==> src/rtl/bnn_pkg.sv <==
// Shared constants and types for the binarized front end feeding the flatten layer.
// Latency: n/a (declarations only).
// Backpressure: n/a.
package bnn_pkg;

   localparam int IMG_DIM       = 28;                      // input image side, pixels
   localparam int BEAT_PIX      = 4;                       // pixels per input beat (even)
   localparam int POOLED_DIM    = IMG_DIM / 2;             // pooled map side
   localparam int BEATS_PER_ROW = IMG_DIM / BEAT_PIX;      // beats covering one image row
   localparam int HALF_BEAT     = BEAT_PIX / 2;            // pooled columns produced per beat
   localparam int OUT_BITS      = POOLED_DIM * POOLED_DIM; // flattened pooled map width

   // Flattened pooled map; bit r*POOLED_DIM+c is pooled row r, column c.
   // The flatten layer's data_in uses the same type.
   typedef logic [OUT_BITS-1:0] pooled_vec_t;

endpackage

==> src/rtl/pool_row_unit.sv <==
// 2x2 binary max-pool datapath for one beat: horizontal OR of pixel pairs, then
// vertical OR against the buffered even-row result for the same pooled columns.
// Latency: combinational. Backpressure: none (pure datapath).
// Ports:
//   pix     - BEAT_PIX binary pixels of the current beat
//   row_seg - buffered horizontal-pool bits from the even row above, same columns
//   h_pool  - horizontal pool of this beat (stored when the current row is even)
//   v_pool  - full 2x2 pool result (written to the output map when the row is odd)
module pool_row_unit
   import bnn_pkg::*;
(
   input  logic [BEAT_PIX-1:0]  pix,
   input  logic [HALF_BEAT-1:0] row_seg,
   output logic [HALF_BEAT-1:0] h_pool,
   output logic [HALF_BEAT-1:0] v_pool
);

   always_comb begin
      h_pool = '0;
      for (int j = 0; j < HALF_BEAT; j++) begin
         h_pool[j] = pix[2*j] | pix[2*j+1];
      end
      v_pool = h_pool | row_seg;
   end

endmodule

==> src/rtl/maxpool_flatten_buffer.sv <==
// Streams a binarized 28x28 image in 4-pixel beats, 2x2 OR-pools it and holds the
// flattened 14x14 map for the flatten layer. Latency: out_valid 1 cycle after the last
// accepted beat. Backpressure: in_ready = !out_valid; one frame buffer, no overlap.
// Ports:
//   clock, reset          - rising-edge clock, async active-low reset
//   in_valid/in_ready     - input beat handshake; in_sof marks the first beat of a frame
//   in_pix                - beat pixels, bit k is column beat_idx*BEAT_PIX+k
//   data_out/out_valid    - pooled map and frame-complete flag, held until out_ready
//   out_ready             - downstream consumes the frame on out_valid && out_ready
//   frame_err             - one-cycle pulse when in_sof restarts a partially received frame
module maxpool_flatten_buffer
   import bnn_pkg::*;
(
   input  logic                clock,
   input  logic                reset,
   input  logic                in_valid,
   input  logic                in_sof,
   input  logic [BEAT_PIX-1:0] in_pix,
   output logic                in_ready,
   output pooled_vec_t         data_out,
   output logic                out_valid,
   input  logic                out_ready,
   output logic                frame_err
);

   localparam int BEAT_W = $clog2(BEATS_PER_ROW);
   localparam int ROW_W  = $clog2(IMG_DIM);

   logic [BEAT_W-1:0]     beat_idx;
   logic [ROW_W-1:0]      row_idx;
   logic [POOLED_DIM-1:0] row_buf;

   logic [BEAT_W-1:0]     eff_beat;
   logic [ROW_W-1:0]      eff_row;
   logic [HALF_BEAT-1:0]  row_seg;
   logic [HALF_BEAT-1:0]  h_pool;
   logic [HALF_BEAT-1:0]  v_pool;
   logic                  accept;
   logic                  restart;
   logic                  beat_last;
   logic                  row_last;
   int                    seg_base;
   int                    out_base;

   assign in_ready = !out_valid;

   // A start-of-frame beat is processed as position (0,0) regardless of where the
   // counters were, so the effective position, not the registered one, steers the datapath.
   always_comb begin
      accept    = in_valid && in_ready;
      restart   = accept && in_sof;
      eff_beat  = in_sof ? '0 : beat_idx;
      eff_row   = in_sof ? '0 : row_idx;
      beat_last = (eff_beat == BEAT_W'(BEATS_PER_ROW - 1));
      row_last  = (eff_row == ROW_W'(IMG_DIM - 1));
      seg_base  = int'(eff_beat) * HALF_BEAT;
      out_base  = int'(eff_row >> 1) * POOLED_DIM + seg_base;
      row_seg   = row_buf[seg_base +: HALF_BEAT];
   end

   pool_row_unit u_pool (
      .pix     (in_pix),
      .row_seg (row_seg),
      .h_pool  (h_pool),
      .v_pool  (v_pool)
   );

   always_ff @(posedge clock or negedge reset) begin
      if (!reset) begin
         beat_idx  <= '0;
         row_idx   <= '0;
         row_buf   <= '0;
         data_out  <= '0;
         out_valid <= 1'b0;
         frame_err <= 1'b0;
      end else begin
         // Only a restart that abandons real progress is an error; a sof at (0,0) is normal.
         frame_err <= restart && ((beat_idx != '0) || (row_idx != '0));

         if (accept) begin
            // Even rows park their horizontal pool; odd rows complete the 2x2 window.
            if (!eff_row[0]) begin
               row_buf[seg_base +: HALF_BEAT] <= h_pool;
            end else begin
               data_out[out_base +: HALF_BEAT] <= v_pool;
            end

            if (beat_last) begin
               beat_idx <= '0;
               row_idx  <= row_last ? '0 : eff_row + 1'b1;
            end else begin
               beat_idx <= eff_beat + 1'b1;
               row_idx  <= eff_row;
            end

            if (beat_last && row_last) begin
               out_valid <= 1'b1;
            end
         end else if (out_valid && out_ready) begin
            // data_out is intentionally kept; the next frame overwrites it in place.
            out_valid <= 1'b0;
         end
      end
   end

endmodule

==> config.mk <==
export PLATFORM = sky130hd
export DESIGN_NAME = maxpool_flatten_buffer
export DESIGN_NICKNAME = d
export VERILOG_FILES = /design/src/rtl/bnn_pkg.sv /design/src/rtl/pool_row_unit.sv /design/src/rtl/maxpool_flatten_buffer.sv
export SDC_FILE = /design/constraint.sdc
export NUM_CORES = 1
export LEC_CHECK = 0
export ABC_AREA = 1
export CAP_MARGIN = 20
export CORE_MARGIN = 3
export CORE_UTILIZATION = 50
export DETAILED_ROUTE_END_ITERATION = 10
export MAX_ROUTING_LAYER = met4
export PLACE_DENSITY = 0.77
export SLEW_MARGIN = 20
export SYNTH_ARGS = -nofsm -noshare
export SYNTH_HDL_FRONTEND = slang
export SYNTH_SLANG_ARGS = --single-unit
==> constraint.sdc <==
create_clock -name clock -period 5.3 [get_ports clock]
set_input_delay 0.795 -clock clock [delete_from_list [all_inputs] [get_ports clock]]
set_output_delay 0.795 -clock clock [all_outputs]
set_load 0.01 [all_outputs]
# ---- Yosys cells after proc, flatten, opt, wreduce, memory -nomap -nowiden
# Index checks and enable logic that the tools add are counted.
dict set report op_classes {
  n_shift 5
  n_eq_ne 3
  addsub 5
  mul 1
  bitwise 4
  n_reduce_logical 13
  mux 10
}
# operator n
set op_table {}
lappend op_table {{$bwmux 196} 1}
lappend op_table {{$shift 2x33->196 const A} 1}
lappend op_table {{$shiftx 2x33->196} 1}
lappend op_table {{$neg 4->33} 1}
lappend op_table {{$neg 9->33} 1}
lappend op_table {{$shift 2x33->14 const A} 1}
lappend op_table {{$shiftx 2x33->14} 1}
lappend op_table {{$mux 5} 3}
lappend op_table {{$bwmux 14} 1}
lappend op_table {{$shiftx 14x5->2} 1}
lappend op_table {{$add 8x4->9} 1}
lappend op_table {{$mul 4x3->7 const B} 1}
lappend op_table {{$mux 3} 2}
lappend op_table {{$reduce_and 2->1} 3}
lappend op_table {{$add 5x1->5 const B} 1}
lappend op_table {{$eq 5x5->1 const B} 1}
lappend op_table {{$logic_and 1x1->1} 5}
lappend op_table {{$reduce_bool 5->1} 1}
lappend op_table {{$add 3x1->3 const B} 1}
lappend op_table {{$eq 3x3->1 const B} 1}
lappend op_table {{$mux 1} 3}
lappend op_table {{$reduce_bool 3->1} 1}
lappend op_table {{$ne 2x1->1 const B} 1}
lappend op_table {{$or 1x1->1} 2}
lappend op_table {{other kinds (5)} 5}
dict set report word_totals {
  output_inout_bits 199
  ff_bits 220
}

# ---- Depth between registers and ports, before layout
# Gate-level depths: netlist of run 1.
dict set report logic_depth {
  word_depth 6
  depth_mapped 29
  depth_no_buf 28
}

# ---- Hierarchy
# A second synthesis of run 1 with hierarchy kept.
dict set report hier_totals {
  hier_cells 1375
  hier_area_um2 10804.1
}
# mod area_each_um2 instances cells_each seq_area_each_um2
set modules_own_cells {}
lappend modules_own_cells {maxpool_flatten_buffer 10769.1 1 1367 5505.3}
lappend modules_own_cells {pool_row_unit 35.0 1 8 0.0}

# ---- Worst setup path after synthesis of run 1
# No wires, ideal clock.
dict set report synth_path {
  path_type {input port to flip-flop}
  startpoint {in in_sof}
  endpoint {reg data_out[82]}
  arrival_ns 4.447
  path_slack_ns 0.735
  stages 25
  n_path_buf 3
  path_cell_list {buf_2 -> nor2_1 -> inv_1 -> nor2_1 -> nor3_1 -> ha_1 -> or2_2 -> ha_1 -> a21oi_1 -> o21bai_1 -> xnor2_1 -> inv_1 -> ha_1 -> nand3_1 -> nand2_1 -> ha_1 -> nand2_1 -> nor2_4 -> nand2_4 -> inv_2 -> buf_6 -> buf_4 -> nand2_1 -> nand2_1 -> nand2_1}
}
dict set report synth_via {
  elab_chain_len 6
  elab_cells_between_ends 11
  cone_classes {add/sub (2); mul (1); shift (3); mux (3); bitwise (1); reduce/logical (1)}
}
# element line
set synth_rtl {}
lappend synth_rtl {{start, declared} maxpool_flatten_buffer.sv:17} ;# input logic in_sof,
lappend synth_rtl {{$mux 5} maxpool_flatten_buffer.sv:53} ;# eff_row = in_sof ? '0 : row_idx;
lappend synth_rtl {{$mul 4x3->7} maxpool_flatten_buffer.sv:57} ;# out_base = int'(eff_row >> 1) * POOLED_DIM + seg_base;
lappend synth_rtl {{$add 8x4->9} maxpool_flatten_buffer.sv:57}
lappend synth_rtl {{$neg 9->33} maxpool_flatten_buffer.sv:85} ;# data_out[out_base +: HALF_BEAT] <= v_pool;
lappend synth_rtl {{$shiftx 2x33->196 or $shift 2x33->196 (tied branches)} maxpool_flatten_buffer.sv:85}
lappend synth_rtl {{$bwmux 196} maxpool_flatten_buffer.sv:85}
lappend synth_rtl {{end signal, assigned by index} maxpool_flatten_buffer.sv:85}
lappend synth_rtl {{end, declared} maxpool_flatten_buffer.sv:20} ;# output pooled_vec_t data_out,
# Parallel ways exist; a longest one is shown, timed or not.
# A chain may end at the register's enable or synchronous reset.

# ---- Worst setup path in the final report of run 1
dict set report layout_path {
  startpoint {in in_sof}
  endpoint {reg data_out[175]}
}
# Same word-level chain as after synthesis.

==> results.toml, run 1 <==
[worst_hold_path]
min_path_type = "in -> async"

[sta]
final.period_utilization = 0.9265
hold_viol = 0
finalSetupViolations = 0
fmax_ghz = 0.2037
finalClockSkew_ns = 0.01482
tightest_slew_ns = 0.9823
holdWs_ns = 0.3417
finalMaxSlewViolations = 0
slew_headroom = 0.3451
rsz0062_at_grt = "no"
fin_crit_ns = 4.910

[worst_setup_path]
crit_path_end_kind = "register"
critical_path_buf_inv_count = 5
worstSetupPathType = "in -> reg"
cpLargestDelayFamily = "simple AND/OR/NAND/NOR gates"
critPathLaunchType = "primary input"
cp.required_ns = 5.70
crit_fanout = 10
cpMaxStageDelayCell = "clkdlybuf4s50_1"
max_stage_delay_ns = 0.50
critPathArrivalTime_ns = 5.31
critPathMostFrequentCell = "ha_1"

[run_status]
outcome = "finished clean"

[yosys]
ys_seq_area_frac = 0.4758
synth_most_common_cell = "nand2_1"
synth.avg_cell_area_um2 = 7.855
synth_common_cells = "nand2_1, dfrtp_1, nor2_1"
synth-adder-area-share = 0.02941
netlist_instances = 1473
async_flop_share = 1.000
synth-edff-count = 0
synth_top_area_cell = "dfrtp_1"
synth_top_family_by_area = "simple AND/OR/NAND/NOR gates"
synth_mux_area_frac = 0.001838
synth-compound-area-share = 0.04412
synthSimpleGateAreaFrac = 0.3868
synth.distinct_cells = 47
synth_top_area_frac = 0.4758
synth_xor_area_frac = 0.007462
synth_seq_cells = 220
yosys-top-cells-area = "dfrtp_1, nand2_1, nand4_1"
yosysWarnings = 0
synth_ff_type = "dfrtp_1"
synthesis.nets = 1508
synth.cell_area_um2 = 11570

[run]
drv_cap = 0

[drt]
wire_per_inst_um = 17.06
num_vias = 11100
first_iter_violations = 868
drc = 0
first_pass_iters = 5
postRouteAntennaNets = 0
via_per_inst = 5.616
drt_wl_total_um = 33720

[placed_design]
port_buffers = 207
dp.cells = 1934
dpl.hpwl_um = 23960
gp_congestion = 0.8781

[final_layout]
final_cells = 1977
insertedDiodeCount = 0
nets = 1712
area_growth_pct = 28.58
layout-drive-gt1-share = 0.08333

[floorplanning]
rows = 55
initial_core_util = 0.5095
core_area_um2 = 22710
fp.dieArea_um2 = 25000
dieWidth_um = 158.1
ios = 208
die_h_um = 158.1

[pwr]
ir_drop_uv = 266.7
combPwrFrac = 0.202
p_per_area_nw_per_um2 = 286.4
pwr-share-seq = 0.407
swShare = 0.3163
p_clk_frac = 0.391
p_sw_w = 0.001348
finalPower_w = 0.004261
cellInternalPower_w = 0.002913
p_leak_nw = 6.934

[global_routing]
grt_pass1_vias = 10640
grtUsageTotal = 0.2769
overflow = 0
grt_max_degree = 130
grt_pass1_wl_um = 54770
antenna_found_initial = 0

[clock_network]
cts.path.max_buffers = 3
ctsHtreeMaxLevel = 1
cts_root_buffer = "clkbuf_16"
clk-insertion-delay-late_ns = 0.52
cts.sinks = 220
post_cts_buffers = 0
hold_buffers = 0
cts_tree = "done"
clk_pin_slew_ns = 0.05
numCtsBuffers = 25
cts.repair.resized = 0
-- kinds of logic after synthesis --
logic type | after synthesis
flip-flops | 220
buffers and inverters | 146
AO/OA/AOI/OAI | 95
XOR/XNOR | 6
adder cells (fa/ha/maj) | 26
AND/OR/NAND/NOR | 978
multiplexers | 2
-- worst register-to-register path, delay by kind of cell, from the launching register on --
| family | cells | cell delay, ns |
|---|---|---|
| AOI/OAI and AO/OA | 1 | 0.16 |
| xor gates and xnor gates | 1 | 0.18 |
| adders and majority gates | 4 | 1.03 |
| buffers and inverters | 6 | 0.55 |
| DFF | 1 | 0.42 |
| and+or+nand+nor | 13 | 2.12 |
-- state kept, by name (all words and copies together), names as in the netlist --
| signal | cells |
|---|---|
| beat_idx | 3 |
| data_out | 196 |
| frame_err | 1 |
| out_valid | 1 |
| row_buf | 14 |
| row_idx | 5 |
-- worst paths after layout --
kind	end	slack (ns)	startpoint	cells past startpoint
worst max-delay path	data_out[175]	0.39	in_sof	25
worst min-delay path	data_out[173]	0.34	reset	1
worst max register to register	data_out[175]	0.72	row_idx[3]	25
worst min register to register	data_out[127]	0.47	data_out[127]	2
max in group asynchronous	data_out[158]	3.86	reset	2
min in group clock	data_out[127]	0.47	data_out[127]	2
-- through the flow --
stage	setup WS, ns	instance area (um2)	utilization	setup TNS [ns]
6_report	0.3896	14880	0.6551	0
5_1_grt	0.0008376	14880	0.6551	0
4_1_cts	0.4346	14840	0.6534	0
3_5_place_dp	-0.1000	14050	0.6187	-1.899
3_3_place_gp	0.01047	14050	0.6187	0
2_1_floorplan	0.7352	11570	-	0
-- layout make-up --
type	instances	area, um2
fill	1934	7833
sequential	220	5505
multi-input combinational	1107	5448
timing repair buffer	245	2486
clock buffer	37	730.7
tap	285	356.6
inverter	78	292.8
clock inverter	5	57.56
-- placed cells by master (no fill, tap or decap), types with 3 or more instances in the layout --
cell	n
nand2_1	560
dfrtp_1	220
clkdlybuf4s50_1	206
nor2_1	157
nand4_1	126
inv_1	69
nand3_1	57
o21ai_0	47
buf_4	28
o21ai_1	26
clkbuf_16	25
ha_1	24
nor3_1	22
nor3_2	18
inv_2	9
a21oi_1	9
buf_12	8
clkbuf_1	6
clkbuf_8	6
nand4_4	5
nand2_2	4
nor2_2	4
o22ai_1	4
nand3_2	3
nand2_4	3
or2_2	3
nor2_4	3
nor3_4	3
nand4_2	3
nand3b_1	3
-- power by group through the flow --
| stage | registers, W | clock network (W) | logic, W |
|---|---|---|---|
| 5_1_grt | 0.00174 | 0.00176 | 0.000929 |
| 4_1_cts | 0.00173 | 0.00169 | 0.000830 |
| 3_5_place_dp | 0.00177 | 0 | 0.000826 |
| 3_3_place_gp | 0.00177 | 0 | 0.000816 |
| 6_report | 0.00173 | 0.00167 | 0.000860 |
| 2_1_floorplan | 0.00176 | 0 | 0.000572 |
-- layer usage --
layer	share of wire	track usage	vias to the layer above
met3	0.075	0.03909	65
met5	0	-	-
met1	0.44	0.3848	5272
met2	0.46	0.4341	501
met4	0.023	0.06678	0
li1	-	-	5264
(Power assumes the default switching activity.)
==> run 2: changes to the inputs <==
- CTS_CLUSTER_SIZE: not set -> 28
- PLACE_DENSITY: 0.77 -> 0.73
==> results.toml, run 2 (synthesis gave the netlist of run 1 again) <==
[worst_hold_path]
min_path_type = "in -> async"

[drt]
drc = 0
first_pass_iters = 5
postRouteAntennaNets = 0
drt_wl_total_um = 33830
wire_per_inst_um = 16.93
num_vias = 11010
via_per_inst = 5.511
first_iter_violations = 923

[floorplanning]
rows = 55
die_h_um = 158.1
dieWidth_um = 158.1
initial_core_util = 0.5095
core_area_um2 = 22710
ios = 208
fp.dieArea_um2 = 25000

[clock_network]
clk_pin_slew_ns = 0.06
cts_root_buffer = "clkbuf_16"
cts.path.max_buffers = 3
hold_buffers = 0
cts.repair.resized = 0
cts.sinks = 220
clk-insertion-delay-late_ns = 0.51
numCtsBuffers = 25
ctsHtreeMaxLevel = 1
post_cts_buffers = 0
cts_tree = "done"

[placed_design]
dpl.hpwl_um = 24270
port_buffers = 207
gp_congestion = 0.9135
dp.cells = 1955
dpl_cell_area_um2 = 14190

[sta]
fmax_ghz = 0.2053
tightest_slew_ns = 1.121
finalMaxSlewViolations = 0
holdWs_ns = 0.3360
finalClockSkew_ns = 0.01312
final.period_utilization = 0.9191
finalSetupViolations = 0
hold_viol = 0
rsz0062_at_grt = "no"
fin_crit_ns = 4.871
slew_headroom = 0.2525

[pwr]
p_leak_nw = 7.019
finalPower_w = 0.004252
p_per_area_nw_per_um2 = 283.5
ir_drop_uv = 256.8

[final_layout]
top_register = "data_out"
final_common_cell = "nand2_1"
area_growth_pct = 29.60
final_cells = 1998
postLayoutCellArea_um2 = 14990
largest_reg_flops = 196
top_regs = "data_out: 196 flops, row_buf: 14 flops, row_idx: 5 flops"
insertedDiodeCount = 0
final_cell_mix = "nand2_1, dfrtp_1, clkdlybuf4s50_1"
layout-drive-gt1-share = 0.09340
final_util = 0.6603
nets = 1733

[worst_setup_path]
reg2regPathDepth = 21
critical_path.startpoint = "in_sof"
crit_path_end_kind = "register"
cp.required_ns = 5.68
r2r-end = "data_out[153]"
crit_fanout = 105
worstSetupPathType = "in -> reg"
critPathLaunchType = "primary input"
regToRegSetupSlack_ns = 0.76
endpoint = "data_out[153]"
r2r-start = "row_idx[3]"
critPathArrivalTime_ns = 5.25

[run_status]
outcome = "finished clean"

[global_routing]
overflow = 0
grt_pass1_vias = 10530
grt_pass1_wl_um = 54310
grtUsageTotal = 0.2758
grt_max_degree = 123
antenna_found_initial = 0

[run]
drv_cap = 0
==> run 2: cell count changes in the layout (fill, tap and decap cells not counted), sizes merged <==
| cell | before | now |
|---|---|---|
| inv | 79 | 78 |
| clkinv | 3 | 2 |
| buf | 39 | 59 |
| clkbuf | 37 | 39 |
| clkinvlp | 0 | 1 |
==> run 2: worst max-delay path, cell delays in order <==
cell             delay (ns)
clkdlybuf4s50_1        0.48
nor2_1                 0.17
inv_1                  0.07
nor2_1                 0.13
nor3_1                 0.08
ha_1                   0.17
or2_2                  0.30
buf_4                  0.14
fa_1                   0.45
nand2_1                0.12
nand2_1                0.09
ha_1                   0.31
buf_4                  0.14
inv_1                  0.08
xor2_2                 0.18
inv_2                  0.08
buf_4                  0.77
nand2_1                0.30
o21ai_0                0.26
nand2_1                0.08
==> run 2: layout make-up <==
type | instances | area [um2]
fillers | 1892 | 7715
flip-flops and latches | 220 | 5505
multi-input cells | 1107 | 5441
repair buffers | 266 | 2626
clock buffers | 38 | 724.4
well taps | 285 | 356.6
inverters | 78 | 292.8
clock inverters | 4 | 47.55
==> run 2: worst min-delay path by stage <==
| stage | endpoint | slack [ns] | from | depth (start not counted) |
|---|---|---|---|---|
| floorplan | row_buf[11] | 0.45 | row_buf[11] | 2 |
| global placement | data_out[67] | 0.46 | data_out[67] | 2 |
| detailed placement | data_out[179] | 0.47 | data_out[179] | 2 |
| CTS | data_out[36] | 0.40 | reset | 1 |
| global route | data_out[36] | 0.43 | reset | 1 |
| finish | data_out[36] | 0.34 | reset | 1 |
==> run 2: routing by layer <==
| layer | track usage | up-vias | routed length (um) | share of wire |
|---|---|---|---|---|
| met5 | - | - | 0 | 0 |
| met4 | 0.07046 | 0 | 819 | 0.024 |
| met3 | 0.03636 | 61 | 2252 | 0.067 |
| met2 | 0.4260 | 468 | 15530 | 0.46 |
| met1 | 0.3889 | 5179 | 15220 | 0.45 |
| li1 | - | 5303 | - | - |
==> run 2: metrics by stage <==
step,setup TNS (ns),setup slack (ns)
2_1_floorplan,0,0.7352
3_5_place_dp,-0.01781,-0.01214
3_3_place_gp,0,0.1138
4_1_cts,0,0.4571
5_1_grt,0,0.02296
6_report,0,0.4289
==> run 2: power breakdown <==
group          internal [W]  leakage, nW  switching [W]
clock              0.000981        0.376       0.000662
combinational      0.000215         3.60       0.000659
sequential          0.00172         3.05      0.0000178
==> run 3: changes to the inputs <==
- ABC_CLOCK_PERIOD_IN_PS: not set -> 5300
==> results of run 3 <==
No change in the layout: final DEF, timing and power equal those of run 2.
==> variant: new RTL, config.mk and constraints of run 2 <==
The package constant `IMG_DIM` goes from 28 to 42.
--- a/src/rtl/bnn_pkg.sv
+++ b/src/rtl/bnn_pkg.sv
@@ -3,7 +3,7 @@
 // Backpressure: n/a.
 package bnn_pkg;
 
-   localparam int IMG_DIM       = 28;                      // input image side, pixels
+   localparam int IMG_DIM       = 42;                      // input image side, pixels
    localparam int BEAT_PIX      = 4;                       // pixels per input beat (even)
    localparam int POOLED_DIM    = IMG_DIM / 2;             // pooled map side
    localparam int BEATS_PER_ROW = IMG_DIM / BEAT_PIX;      // beats covering one image row
Ports: changed (resized data_out); port bits go from 208 to 453. No check against the original RTL was run, so the function may have changed too.
==> variant against run 2 <==
Critical path depth rose by 14. Critical path type unchanged. Synthesized area grew 110%. Setup slack better by 0.11 ns. Critical endpoint is now data_out[382]. First-iteration DRC count increased to 3.1 times the old value. Sequential cell count grew 254. Routed wire length rose to 3.0 times the old value. Sequential share of layout area decreased by 1.9 points. Clock skew about the same. Final area grew 130%. Hold slack worse by 0.16 ns. Total power up 120%. Combinational power is 140% higher. Highest routed layer unchanged.
==> variant: results (changes against run 2) <==
outcome:
  status: "completed"
synth:
  synthFlopType: "dfrtp_1"
  ys_seq_area_share_pct: 49.24  # +1.7 points
  synth_nets: 3169  # +110%
  synth_cell_types: 48  # +2.1%
  ys.warnings.count: 0  # unchanged
  ys_top_cells_by_count: "nand2_1, dfrtp_1, inv_1"
  synthArstFlopShare_pct: 100.0  # unchanged
  synth_area_leaders: "dfrtp_1, nand2_1, nand3_1"
global_routing:
  grt_usage_pct: 40.86  # +13 points
  grt_use_met2_pct: 63.37  # +21 points
  grt_pass1_vias: 25946  # +150%
  grt_max_degree: 150  # +22%
  grt.met3_usage_pct: 7.607  # +4.0 points
  antenna_found_initial: 0  # unchanged
  grt_pass1_wl_um: 154200  # +180%
  met1_usage_pct: 50.64  # +12 points
worst_setup_path:
  crit_path_top_delay_cell: "fa_1"
  cp.arrival_ns: 5.30  # +0.05 ns
  crit_path_max_incr_delay_ns: 0.49  # -0.28 ns
  ff2ff_setup_slack_ns: 0.56  # -0.20 ns
  crit_fanout: 9  # -91%
clock_tree:
  clockBufferDepth: 3  # unchanged
  cts_inserted_buffers: 51  # +100%
  post_cts_buffers: 0  # unchanged
  cts_root_buffer: "clkbuf_16"
  htree_levels: 2  # +1
  clk-insertion-delay-late_ns: 0.62  # +0.11 ns
  clkTransAtPathRegs_ns: 0.06  # about the same
sta:
  max_slew.worst_pin.slew_ns: 0.8340  # -0.2873 ns
  clock_skew_ns: 0.01274  # -0.0003763 ns
  relSlewSlack_pct: 44.40  # +19 points
detailed_routing:
  vias_per_cell: 5.860  # +6.3%
  drt_iter0_drc: 2834  # +210%
  dr.pass1.iters: 6  # +1
  wl_per_cell_um: 22.66  # +34%
worst_hold_path:
  hold_class: "input pin to async pin"
finish:
  largest_reg_flops: 441  # +130%
  drive_above_1_share_pct: 14.58  # +5.2 points
  biggestRegsByFlops: "data_out: 441 flops, row_buf: 21 flops, row_idx: 6 flops"
  num_antenna_cells: 0  # unchanged
  final_nets: 3914  # +130%
placement:
  gp_congestion: 0.9992  # +9.4%
  io_buffer_count: 452  # +120%
  dpl.hpwl_um: 75720  # +210%
  dpl_cell_area_sq_um: 32170  # +130%
power:
  p_leak_uw: 0.01599  # +130%
  ir_worst_vdd_v: 0.0002316  # -9.8%
==> variant: kinds of logic after synthesis <==
family	Yosys count	share of synthesized area (%)
AO/OA/AOI/OAI	478	10.68
XOR/XNOR	9	0.5766
adder cells (fa/ha/maj)	33	1.839
buffers and inverters	541	8.789
flip-flops	474	49.24
multiplexers	14	0.6078
AND/OR/NAND/NOR	1578	28.26
==> variant: area by class of cell <==
| type | count | area [sq um] |
|---|---|---|
| timing repair buffer | 829 | 7866 |
| sequential | 474 | 11860 |
| multi-input combinational | 2112 | 10350 |
| clock buffer | 71 | 1461 |
| inverter | 404 | 1526 |
| tap | 607 | 759.5 |
| fill | 3642 | 13010 |
| clock inverter | 19 | 214.0 |
==> variant: per-layer routing <==
metal,up-vias,part of all wire [%]
met5,-,0
met4,0,6.9
met3,429,9.8
met2,1845,46
met1,12549,37
li1,11641,-
==> variant: final timing paths <==
kind / startpoint / end / depth (start not counted)
min: reset / data_out[40] / 1
max reg2reg: row_idx[5] / data_out[382] / 28
min in group clock: data_out[79] / data_out[79] / 2
max in group asynchronous: reset / data_out[88] / 2
max: in_sof / data_out[382] / 34
min reg2reg: data_out[79] / data_out[79] / 2
==> variant: worst max-delay path, delay by kind of cell <==
family                     cells  cell delay [ns]
adders and majority gates      5             1.50
and+or+nand+nor               13             1.39
buffers and inverters         14             1.37
AOI/OAI and AO/OA              2             0.24
==> variant: where the power goes <==
group          internal [uW]  total (uW)  switching (uW)
logic                    652        2100            1450
registers               3670        3700            37.5
clock network           2110        3670            1550
==> variant: timing repair <==
action                     CTS  global route
setup endpoints to repair    2           315
pin swaps                    0             8
resized for setup            2            43
==> variant: metrics by stage <==
step                      hold WS [ns]  setup slack [ns]  util, %  instances  TNS (ns)
after floorplan                 0.4517            0.1747        -       3127         0
after global placement          0.4666           -0.5994    68.37       4426    -81.08
after detailed placement        0.4685           -0.6357    68.37       4426   -107.54
after CTS                       0.2089           0.06777    71.94       4516         0
after global routing            0.2266            0.1911    72.35       4516         0
final                           0.1727            0.5401    72.35       4516         0
